### config.mk
export PLATFORM = sky130hd
export DESIGN_NAME = store_buffer
export DESIGN_NICKNAME = d
export VERILOG_FILES = /design/src/rtl/store_buffer_pkg.sv /design/src/rtl/store_buffer_match.sv /design/src/rtl/store_buffer.sv
export SDC_FILE = /design/constraint.sdc
export NUM_CORES = 1
export LEC_CHECK = 0
export CAP_MARGIN = 20
export CORE_MARGIN = 10
export CORE_UTILIZATION = 53
export CTS_CLUSTER_DIAMETER = 200
export DETAILED_ROUTE_END_ITERATION = 10
export PLACE_DENSITY = 0.87
export REMOVE_ABC_BUFFERS = 1
export SLEW_MARGIN = 15
export SYNTH_ARGS = -nofsm -noshare
export SYNTH_HDL_FRONTEND = slang
export SYNTH_SLANG_ARGS = --single-unit
### constraint.sdc
create_clock -name clk -period 4.3 [get_ports clk]
set_input_delay 1.075 -clock clk [delete_from_list [all_inputs] [get_ports clk]]
set_output_delay 1.075 -clock clk [all_outputs]
set_load 0.01 [all_outputs]
### src/rtl/store_buffer_pkg.sv
// ============================================================================
// Module      : store_buffer_pkg
// Description : Default geometry shared by the store buffer and its matcher.
// Revision    : 1.0 - initial release
// ============================================================================
`default_nettype none

package store_buffer_pkg;

    localparam int c_def_depth  = 4;
    localparam int c_def_addr_w = 32;
    localparam int c_def_data_w = 32;

    // Pointer width for a power-of-two ring of the given depth.
    function automatic int ptr_width(input int depth);
        return $clog2(depth);
    endfunction

endpackage

`default_nettype wire

### src/rtl/store_buffer_match.sv
// ============================================================================
// Module      : store_buffer_match
// Description : Parallel address compare over all entries, youngest-match
//               (closest to tail) priority select.
// Revision    : 1.0 - initial release
// ============================================================================
`default_nettype none

module store_buffer_match
    import store_buffer_pkg::*;
#(
    parameter int DEPTH  = c_def_depth,
    parameter int ADDR_W = c_def_addr_w,
    parameter int PTR_W  = ptr_width(c_def_depth)
) (
    input  logic [DEPTH-1:0]  valid,
    input  logic [ADDR_W-1:0] entry_addr [DEPTH],
    input  logic [PTR_W-1:0]  tail,
    input  logic [ADDR_W-1:0] ld_addr,
    output logic              hit,
    output logic [PTR_W-1:0]  index
);

    logic [DEPTH-1:0] w_match;

    generate
        for (genvar i = 0; i < DEPTH; i++) begin : g_cmp
            assign w_match[i] = valid[i] && (entry_addr[i] == ld_addr);
        end
    endgenerate

    // Walk from oldest (tail-DEPTH) to youngest (tail-1); the last match wins.
    always_comb begin
        logic [PTR_W-1:0] w_idx;
        hit   = 1'b0;
        index = '0;
        for (int k = DEPTH; k >= 1; k--) begin
            w_idx = tail - PTR_W'(k);
            if (w_match[w_idx]) begin
                hit   = 1'b1;
                index = w_idx;
            end
        end
    end

endmodule

`default_nettype wire

### src/rtl/store_buffer.sv
// ============================================================================
// Module      : store_buffer
// Description : Posted-write FIFO between MEM stage and data_memory; retires
//               stores in idle memory cycles. STORE_BUF_FWD_EN enables
//               load forwarding (otherwise matching loads stall).
// Revision    : 1.0 - initial release
// ============================================================================
`default_nettype none

module store_buffer
    import store_buffer_pkg::*;
#(
    parameter int DEPTH  = c_def_depth,
    parameter int ADDR_W = c_def_addr_w,
    parameter int DATA_W = c_def_data_w
) (
    input  logic                     clk,
    input  logic                     reset,
    input  logic                     st_valid,
    input  logic [ADDR_W-1:0]        st_addr,
    input  logic [DATA_W-1:0]        st_data,
    output logic                     st_ready,
    input  logic                     ld_valid,
    input  logic [ADDR_W-1:0]        ld_addr,
    output logic [DATA_W-1:0]        ld_data,
    output logic                     ld_hit,
    output logic                     ld_stall,
    input  logic                     drain_all,
    output logic                     empty,
    output logic [$clog2(DEPTH):0]   count,
    output logic [ADDR_W-1:0]        mem_addr,
    output logic [DATA_W-1:0]        mem_write_data,
    output logic                     mem_memwrite,
    output logic                     mem_memread,
    input  logic [DATA_W-1:0]        mem_read_data
);

    localparam int c_ptr_w = ptr_width(DEPTH);
    localparam int c_cnt_w = c_ptr_w + 1;

    logic [ADDR_W-1:0]  r_addr [DEPTH];
    logic [DATA_W-1:0]  r_data [DEPTH];
    logic [DEPTH-1:0]   r_valid;
    logic [c_ptr_w-1:0] r_head;
    logic [c_ptr_w-1:0] r_tail;
    logic [c_cnt_w-1:0] r_count;

    logic               w_full;
    logic               w_empty;
    logic               w_enq;
    logic               w_drain;
    logic               w_hit;
    logic               w_load_miss;
    logic [c_ptr_w-1:0] w_idx;

    store_buffer_match #(
        .DEPTH  (DEPTH),
        .ADDR_W (ADDR_W),
        .PTR_W  (c_ptr_w)
    ) u_match (
        .valid      (r_valid),
        .entry_addr (r_addr),
        .tail       (r_tail),
        .ld_addr    (ld_addr),
        .hit        (w_hit),
        .index      (w_idx)
    );

    assign w_full      = (r_count == c_cnt_w'(DEPTH));
    assign w_empty     = (r_count == '0);
    assign st_ready    = !w_full && !drain_all;
    // The MEM port carries a single op; a store alongside a load is dropped.
    assign w_enq       = st_valid && st_ready && !ld_valid;
    assign w_load_miss = ld_valid && !w_hit;
    assign w_drain     = (!w_empty && !w_load_miss) || w_full;

`ifdef STORE_BUF_FWD_EN
    assign ld_hit   = ld_valid && w_hit;
    assign ld_stall = w_load_miss && w_full;
`else
    assign ld_hit   = 1'b0;
    assign ld_stall = (ld_valid && w_hit) || (w_load_miss && w_full);
`endif

    assign ld_data        = ld_hit ? r_data[w_idx] : mem_read_data;
    assign mem_memwrite   = w_drain;
    assign mem_memread    = w_load_miss && !w_full;
    assign mem_addr       = w_drain     ? r_addr[r_head] :
                            mem_memread ? ld_addr        : '0;
    assign mem_write_data = w_drain ? r_data[r_head] : '0;
    assign empty          = w_empty;
    assign count          = r_count;

    always_ff @(posedge clk) begin
        if (reset) begin
            r_head  <= '0;
            r_tail  <= '0;
            r_count <= '0;
            r_valid <= '0;
        end else begin
            if (w_enq) begin
                r_valid[r_tail] <= 1'b1;
                r_tail          <= r_tail + 1'b1;
            end
            if (w_drain) begin
                r_valid[r_head] <= 1'b0;
                r_head          <= r_head + 1'b1;
            end
            r_count <= r_count + c_cnt_w'(w_enq) - c_cnt_w'(w_drain);
        end
    end

    always_ff @(posedge clk) begin
        if (w_enq) begin
            r_addr[r_tail] <= st_addr;
            r_data[r_tail] <= st_data;
        end
    end

endmodule

`default_nettype wire
# ---- After elaboration in Yosys (flattened, before gate mapping)
# Memories as Yosys holds them, arrays and structs flattened. A register that Yosys moved wholly into a read port is not among the register bits.
# Index checks and enable logic that the tools add are counted.
dict set report op_classes {
  addsub 7
  order_cmp 10
  n_eq_ne 5
  n_mux 32
  bitwise_logic 5
  reduce_logical 24
}
# op n
set ops {}
lappend ops {{two-way mux 32 bit} 6}
lappend ops {{bitwise mux 128 bit} 1}
lappend ops {{== test 32 bit} 4}
lappend ops {{binary-select mux 32 bit (select 2 bit)} 1}
lappend ops {{demux 32 bit (select 2 bit)} 1}
lappend ops {{logical AND 1 bit} 15}
lappend ops {{less-than comparator 2 x 3 -> 1 bit (second input constant)} 5}
lappend ops {{two-way mux 1 bit} 12}
lappend ops {{two-way mux 4 bit} 3}
lappend ops {{binary-select mux 1 bit (select 2 bit)} 4}
lappend ops {{>= comparator 3 bit (second input constant)} 2}
lappend ops {{zero test 1 bit} 6}
lappend ops {{NOT 2 -> 3 bit} 2}
lappend ops {{adder 2 x 1 -> 2 bit (second input constant)} 2}
lappend ops {{AND 4 bit} 1}
lappend ops {{demux 1 bit (select 2 bit)} 2}
lappend ops {{>= comparator 2 x 1 -> 1 bit (second input constant)} 2}
lappend ops {{two-way mux 2 bit} 2}
lappend ops {{NOT 4 bit} 1}
lappend ops {{OR 4 bit} 1}
lappend ops {{subtractor 2 bit (second input constant)} 2}
lappend ops {{adder 3 x 1 -> 3 bit} 1}
lappend ops {{== test 3 bit (second input constant)} 1}
lappend ops {{zero test 3 bit} 1}
lappend ops {{4 further kinds} 5}
dict set report word_totals {
  register_bits 139
  mem_bits_rw 128
  in_bits 133
  out_inout_bits 105
  word_cells 92
  memories 1
}
# name words word_bits rd rd_clocked_by_memory_dff wr line
set mem_list {}
lappend mem_list {r_data 4 32 1 1 1 store_buffer.sv:42} ;# logic [DATA_W-1:0] r_data [DEPTH];

# ---- Logic depth before layout (Yosys ltp)
# Gate-level depths: netlist of run 1.
dict set report logic_depth {
  ltp_word 15
  depth_mapped 18
  depth_no_buf 14
}

# ---- Cells and area by module
# Synthesis of run 1 repeated with hierarchy kept, for this count alone.
dict set report unflattened {
  cells_unflattened 699
  hier_area_um2 12206.7
}
# mod n_inst cells_per_inst area_per_inst_um2 seq_area_each_um2
set modules_own_cells {}
lappend modules_own_cells {store_buffer 1 512 10721.5 7947.6}
lappend modules_own_cells {store_buffer_match 1 187 1485.2 0.0}

# ---- Worst setup path after synthesis of run 1
# Ideal clock, no wire load.
dict set report synth_timing {
  path_type {input port to flip-flop}
  start {input ld_addr[13]}
  end {register r_count[2], in the netlist count[2]}
  arrival_ns 4.019
  required_ns 4.173
  path_slack_ns 0.154
  path_stages 18
  path_cell_list {buf_4 > xor2_1 > nor4_1 > nand4_1 > nor3_1 > or4_1 > buf_6 > o21ai_4 > buf_4 > buf_4 > inv_1 > ha_1 > inv_1 > ha_1 > fa_1 > xnor2_1 > xnor2_1 > nor2_1}
}
dict set report synth_between {
  elab_chain_len 14
  word_cells_on_any_way 26
}
# element line
set synth_lines {}
lappend synth_lines {{start: declaration} store_buffer.sv:24} ;# input logic [ADDR_W-1:0] ld_addr,
lappend synth_lines {{== test 32 bit} store_buffer_match.sv:28} ;# assign w_match[i] = valid[i] && (entry_addr[i] == ld_addr);
lappend synth_lines {{logical AND 1 bit} store_buffer_match.sv:28}
lappend synth_lines {{binary-select mux 1 bit (select 2 bit)} store_buffer_match.sv:39} ;# if (w_match[w_idx]) begin
lappend synth_lines {{two-way mux 1 bit (not written as such)} store_buffer_match.sv:39}
lappend synth_lines {{two-way mux 1 bit (3 in series)} store_buffer_match.sv:39}
lappend synth_lines {{two-way mux 1 bit *} store_buffer_match.sv:39}
lappend synth_lines {{zero test 1 bit *} store_buffer.sv:74} ;# assign w_load_miss = ld_valid && !w_hit;
lappend synth_lines {{logical AND 1 bit *} store_buffer.sv:74}
lappend synth_lines {{zero test 1 bit *} store_buffer.sv:75} ;# assign w_drain = (!w_empty && !w_load_miss) || w_full;
lappend synth_lines {{logical AND 1 bit *} store_buffer.sv:75}
lappend synth_lines {{logical OR 1 bit *} store_buffer.sv:75}
lappend synth_lines {{via mem_memwrite} store_buffer.sv:33} ;# output logic mem_memwrite,
lappend synth_lines {{subtractor 3 x 1 -> 3 bit *} store_buffer.sv:109} ;# r_count <= r_count + c_cnt_w'(w_enq) - c_cnt_w'(w_drain);
lappend synth_lines {{end signal: assignment} store_buffer.sv:109}
lappend synth_lines {{end: declaration} store_buffer.sv:46} ;# logic [c_cnt_w-1:0] r_count;
# Mark *: on every way through the listed nets, which the timed path passes. The rest lies on a longest branch. The select of a mux whose other input is x is not followed.
# A chain may end at the register's enable or synchronous reset.

# ---- Worst setup path in the final report of run 1
dict set report layout_timing {
  start {input ld_addr[25]}
  end {output mem_addr[21]}
}
dict set report layout_between {
  elab_chain_len 14
  word_cells_on_any_way 28
}
# element line
set layout_lines {}
lappend layout_lines {{== test 32 bit} store_buffer_match.sv:28}
lappend layout_lines {{logical AND 1 bit} store_buffer_match.sv:28}
lappend layout_lines {{binary-select mux 1 bit (select 2 bit)} store_buffer_match.sv:39}
lappend layout_lines {{two-way mux 1 bit (not written as such)} store_buffer_match.sv:39}
lappend layout_lines {{two-way mux 1 bit (3 in series)} store_buffer_match.sv:39}
lappend layout_lines {{two-way mux 1 bit *} store_buffer_match.sv:39}
lappend layout_lines {{zero test 1 bit *} store_buffer.sv:74}
lappend layout_lines {{logical AND 1 bit *} store_buffer.sv:74}
lappend layout_lines {{zero test 1 bit} store_buffer.sv:75}
lappend layout_lines {{logical AND 1 bit} store_buffer.sv:75}
lappend layout_lines {{logical OR 1 bit} store_buffer.sv:75}
lappend layout_lines {{two-way mux 32 bit *} store_buffer.sv:88} ;# assign mem_addr = w_drain ? r_addr[r_head] :
lappend layout_lines {{end: declaration} store_buffer.sv:31} ;# output logic [ADDR_W-1:0] mem_addr,
# Every way passes the cells marked *; elsewhere a longest branch is shown, timed or not. The select of a mux whose other input is x is not followed.

==> results of run 1 <==
[critical path, stage by stage]
cell and delay [ns]:
clkbuf_4 0.22, xor2_2 0.26, nor4_1 0.12, nand3_2 0.11
nor3_2 0.05, or4_4 0.57, buf_6 0.15, nor3b_4 0.21
buf_6 0.18, buf_12 0.13, buf_12 0.10, buf_6 0.09
o2bb2ai_4 0.11, buf_6 0.12
[state kept, by name, indices dropped and copies added, names as in the netlist, named ones only]
register	flops
r_tail	2
r_data	128
r_addr	128
r_head	2
count	3
r_valid	4
[layout make-up]
| class | count | area [um2] | area share [%] |
|---|---|---|---|
| Timing Repair Buffer | 257 | 2480 | 15.0 |
| Sequential cell | 269 | 7950 | 48.1 |
| Clock inverter | 20 | 224 | 1.35 |
| Multi-Input combinational cell | 354 | 4610 | 27.9 |
| Clock buffer | 29 | 683 | 4.13 |
| Antenna cell | 2 | 5.00 | 0.0303 |
| Inverter | 47 | 176 | 1.07 |
| Tap cell | 319 | 399 | 2.41 |
[metrics by stage]
step / power, mW / TNS, ns / cell area, um2
2_1_floorplan: 4.45 / -2.02 / 11900
3_3_place_gp: 5.81 / -68.28 / 14500
3_5_place_dp: 5.85 / -68.65 / 14500
4_1_cts: 8.39 / -5.66 / 16200
5_1_grt: 8.83 / -9.70 / 16500
6_report: 8.48 / -6.08 / 16500
[path summary, 6_finish.rpt]
| check | cells past startpoint | to | from |
|---|---|---|---|
| worst max-delay path | 14 | mem_addr[21] | ld_addr[25] |
| worst min-delay path | 2 | count[2] | count[2] |
| worst max register to register | 16 | count[2] | r_addr[121] |
| worst min register to register | 2 | count[2] | count[2] |
[synth_stat cells, types with 2 or more instances]
master,n
xor2_1,124
buf_2,7
xnor2_1,7
o2bb2ai_2,3
and2_1,4
nand4_1,5
inv_1,47
nor3_1,11
edfxtp_1,256
dfxtp_1,13
clkbuf_1,15
nor2b_1,34
buf_4,63
nor4_1,28
o2bb2ai_1,29
nor2_1,4
ha_1,10
buf_6,7
nand3_1,8
o221a_2,4
mux2i_1,3
o311ai_0,2
mux4_2,64
[cells in the final DEF (no fill, tap or decap), types with 27 or more instances in the layout]
| cell type | n |
|---|---|
| nor2b_1 | 31 |
| clkdlybuf4s50_1 | 73 |
| buf_2 | 32 |
| clkbuf_16 | 27 |
| mux4_2 | 64 |
| xor2_2 | 41 |
| buf_4 | 56 |
| edfxtp_1 | 256 |
| inv_1 | 47 |
| xor2_1 | 76 |
| buf_6 | 40 |
[repair_timing]
item	4_1_cts	5_1_grt
setup buffers	18	11
cloned	5	0
pin swaps	26	10
endpoints found under the setup margin	69	67
resized for setup	471	53
hold endpoints to repair	0	0
[power by group through the flow]
stage	Sequential (mW)	Combinational (mW)	Clock, mW
floorplan	3.21	1.24	0
global placement	3.09	2.72	0
detailed placement	3.09	2.76	0
CTS	3.04	2.91	2.43
global route	3.05	3.23	2.55
finish	3.04	3.02	2.42
[logic make-up after synthesis]
logic type,Yosys count
compound gates,42
mux,67
xor+xnor,131
flops,269
other cells,1
simple gates,102
fa+ha+maj,11
buf+inv,140
[routing by layer]
metal,part of all wire [%],global-route usage (%)
met1,37,27.6
met2,48,35.3
met4,3.9,7.73
met5,0,0
met3,10,7.19
==> impl_metrics.toml, run 1 <==
[clock_network]
cts_hold_buf = 0
clkSlewWorstSetupHoldPaths_ns = 0.06
clkSinkCount = 269
worstSkewPairLatency_ns = 0.54
h-tree-depth = 1
cts_buffers = 27
cts_tree = "yes"
clockBufferDepth = 3
cts_root_buf = "clkbuf_16"

[logic_synthesis]
synth_compound_area_share_pct = 3.16
synth-adder-area-share_pct = 1.16
ys.flop_type = "edfxtp_1"
synth_top_family_by_area = "multiplexers"
synth-xor-area-share_pct = 9.14
synth.area.top_cells = "edfxtp_1 61%, mux4_2 11%, xor2_1 8.6%"
async_flop_share_pct = 0
syn_area_per_cell_um2 = 16.5
ys_seq_elements = 269
muxShareOfSynthArea_pct = 11.7
synth_top_area_share_pct = 61.2
synth-simple-area-share_pct = 4.95
syn_inst = 763
synth_top_area_cell = "edfxtp_1"
ys.warnings.count = 0
yosysSeqAreaShare_pct = 63.3
synth_area_mm2 = 0.0126
synth-edff-count = 256
ys_types = 38

[route]
vias = 7574
wirelength_mm = 34.9
via_per_inst = 5.84
wire_per_inst_um = 26.9
drc = 0
initialDrtViolationCount = 756
antenna_left = 0
drt-pass1-iter-count = 7

[run_status]
status = "finished, violations left"
violations = "negative setup slack"

[power_and_ir_drop]
power.net_switching_mw = 2.56
swShare_pct = 30.2
clkPwrFrac_pct = 28.5
power.density_mw_per_mm2 = 513
ir_drop_uv = 414
p_seq_share_pct = 35.9
p_leak_nw = 5.79
combPwrFrac_pct = 35.6
power.internal_mw = 5.92

[global_route]
grt_pass1_vias = 8145
grt_max_degree = 66
grt-ovfl-total = 0
grt_first_pass_wirelength_mm = 51.2
grt_antenna_before_repair = 2
grt_use_total_pct = 22.0

[floorplan]
floorplan.die.height_um = 174
fp.coreArea_mm2 = 0.0234
num_rows = 56
start_util_pct = 53.7
die_w_um = 174
io-pin-count = 238
die_area_mm2 = 0.0302

[layout]
drive_gt1_share_pct = 37.9
final_nets = 1100
fillers = 1463
final_core_util_pct = 70.6
stdcell_count = 1297
areaGrowthSynthToFinish_pct = 31.6

[critical_path]
critPathArrivalTime_ns = 3.49
cp-end-kind = "output port"
required_ns = 3.22
reg2reg_slack_ns = 0.67
worstSetupStartpointType = "primary input"
cp_max_fo = 5
critPathKind = "in2out"

[sta]
hold_viol_final = 0
worst_slew_pin_slew_ns = 0.851
rsz0062_at_grt = "true"
fmax_mhz = 219
fin_ws_ns = -0.264
relSlewSlack_pct = 43.1
skew_ns = 0.0253
slew_viol_final = 0
setup_violations = 55
holdWs_ns = 0.578
period_minus_slack_ns = 4.56
fin_crit_sh_pct = 106

[placed_design]
place.port_buffers = 172
dpl.hpwl_mm = 21.9
routabilityCongestion = 0.874
place_inst = 1219
pre_cts_ws_ns = -1.14

[flow_run]
maxCapViolCount = 0

[worst_hold_path]
hp-class = "reg2reg"
No activity file was read; power rests on OpenSTA's default activity.
==> run 2, diff against run 1 <==
--- a/config.mk
+++ b/config.mk
@@ -5,6 +5,7 @@
 export SDC_FILE = /design/constraint.sdc
 export NUM_CORES = 1
 export LEC_CHECK = 0
+export ABC_AREA = 0
 export CAP_MARGIN = 20
 export CORE_MARGIN = 10
 export CORE_UTILIZATION = 53
==> results of run 2 <==
No change in the layout: final DEF, timing and power equal those of run 1.
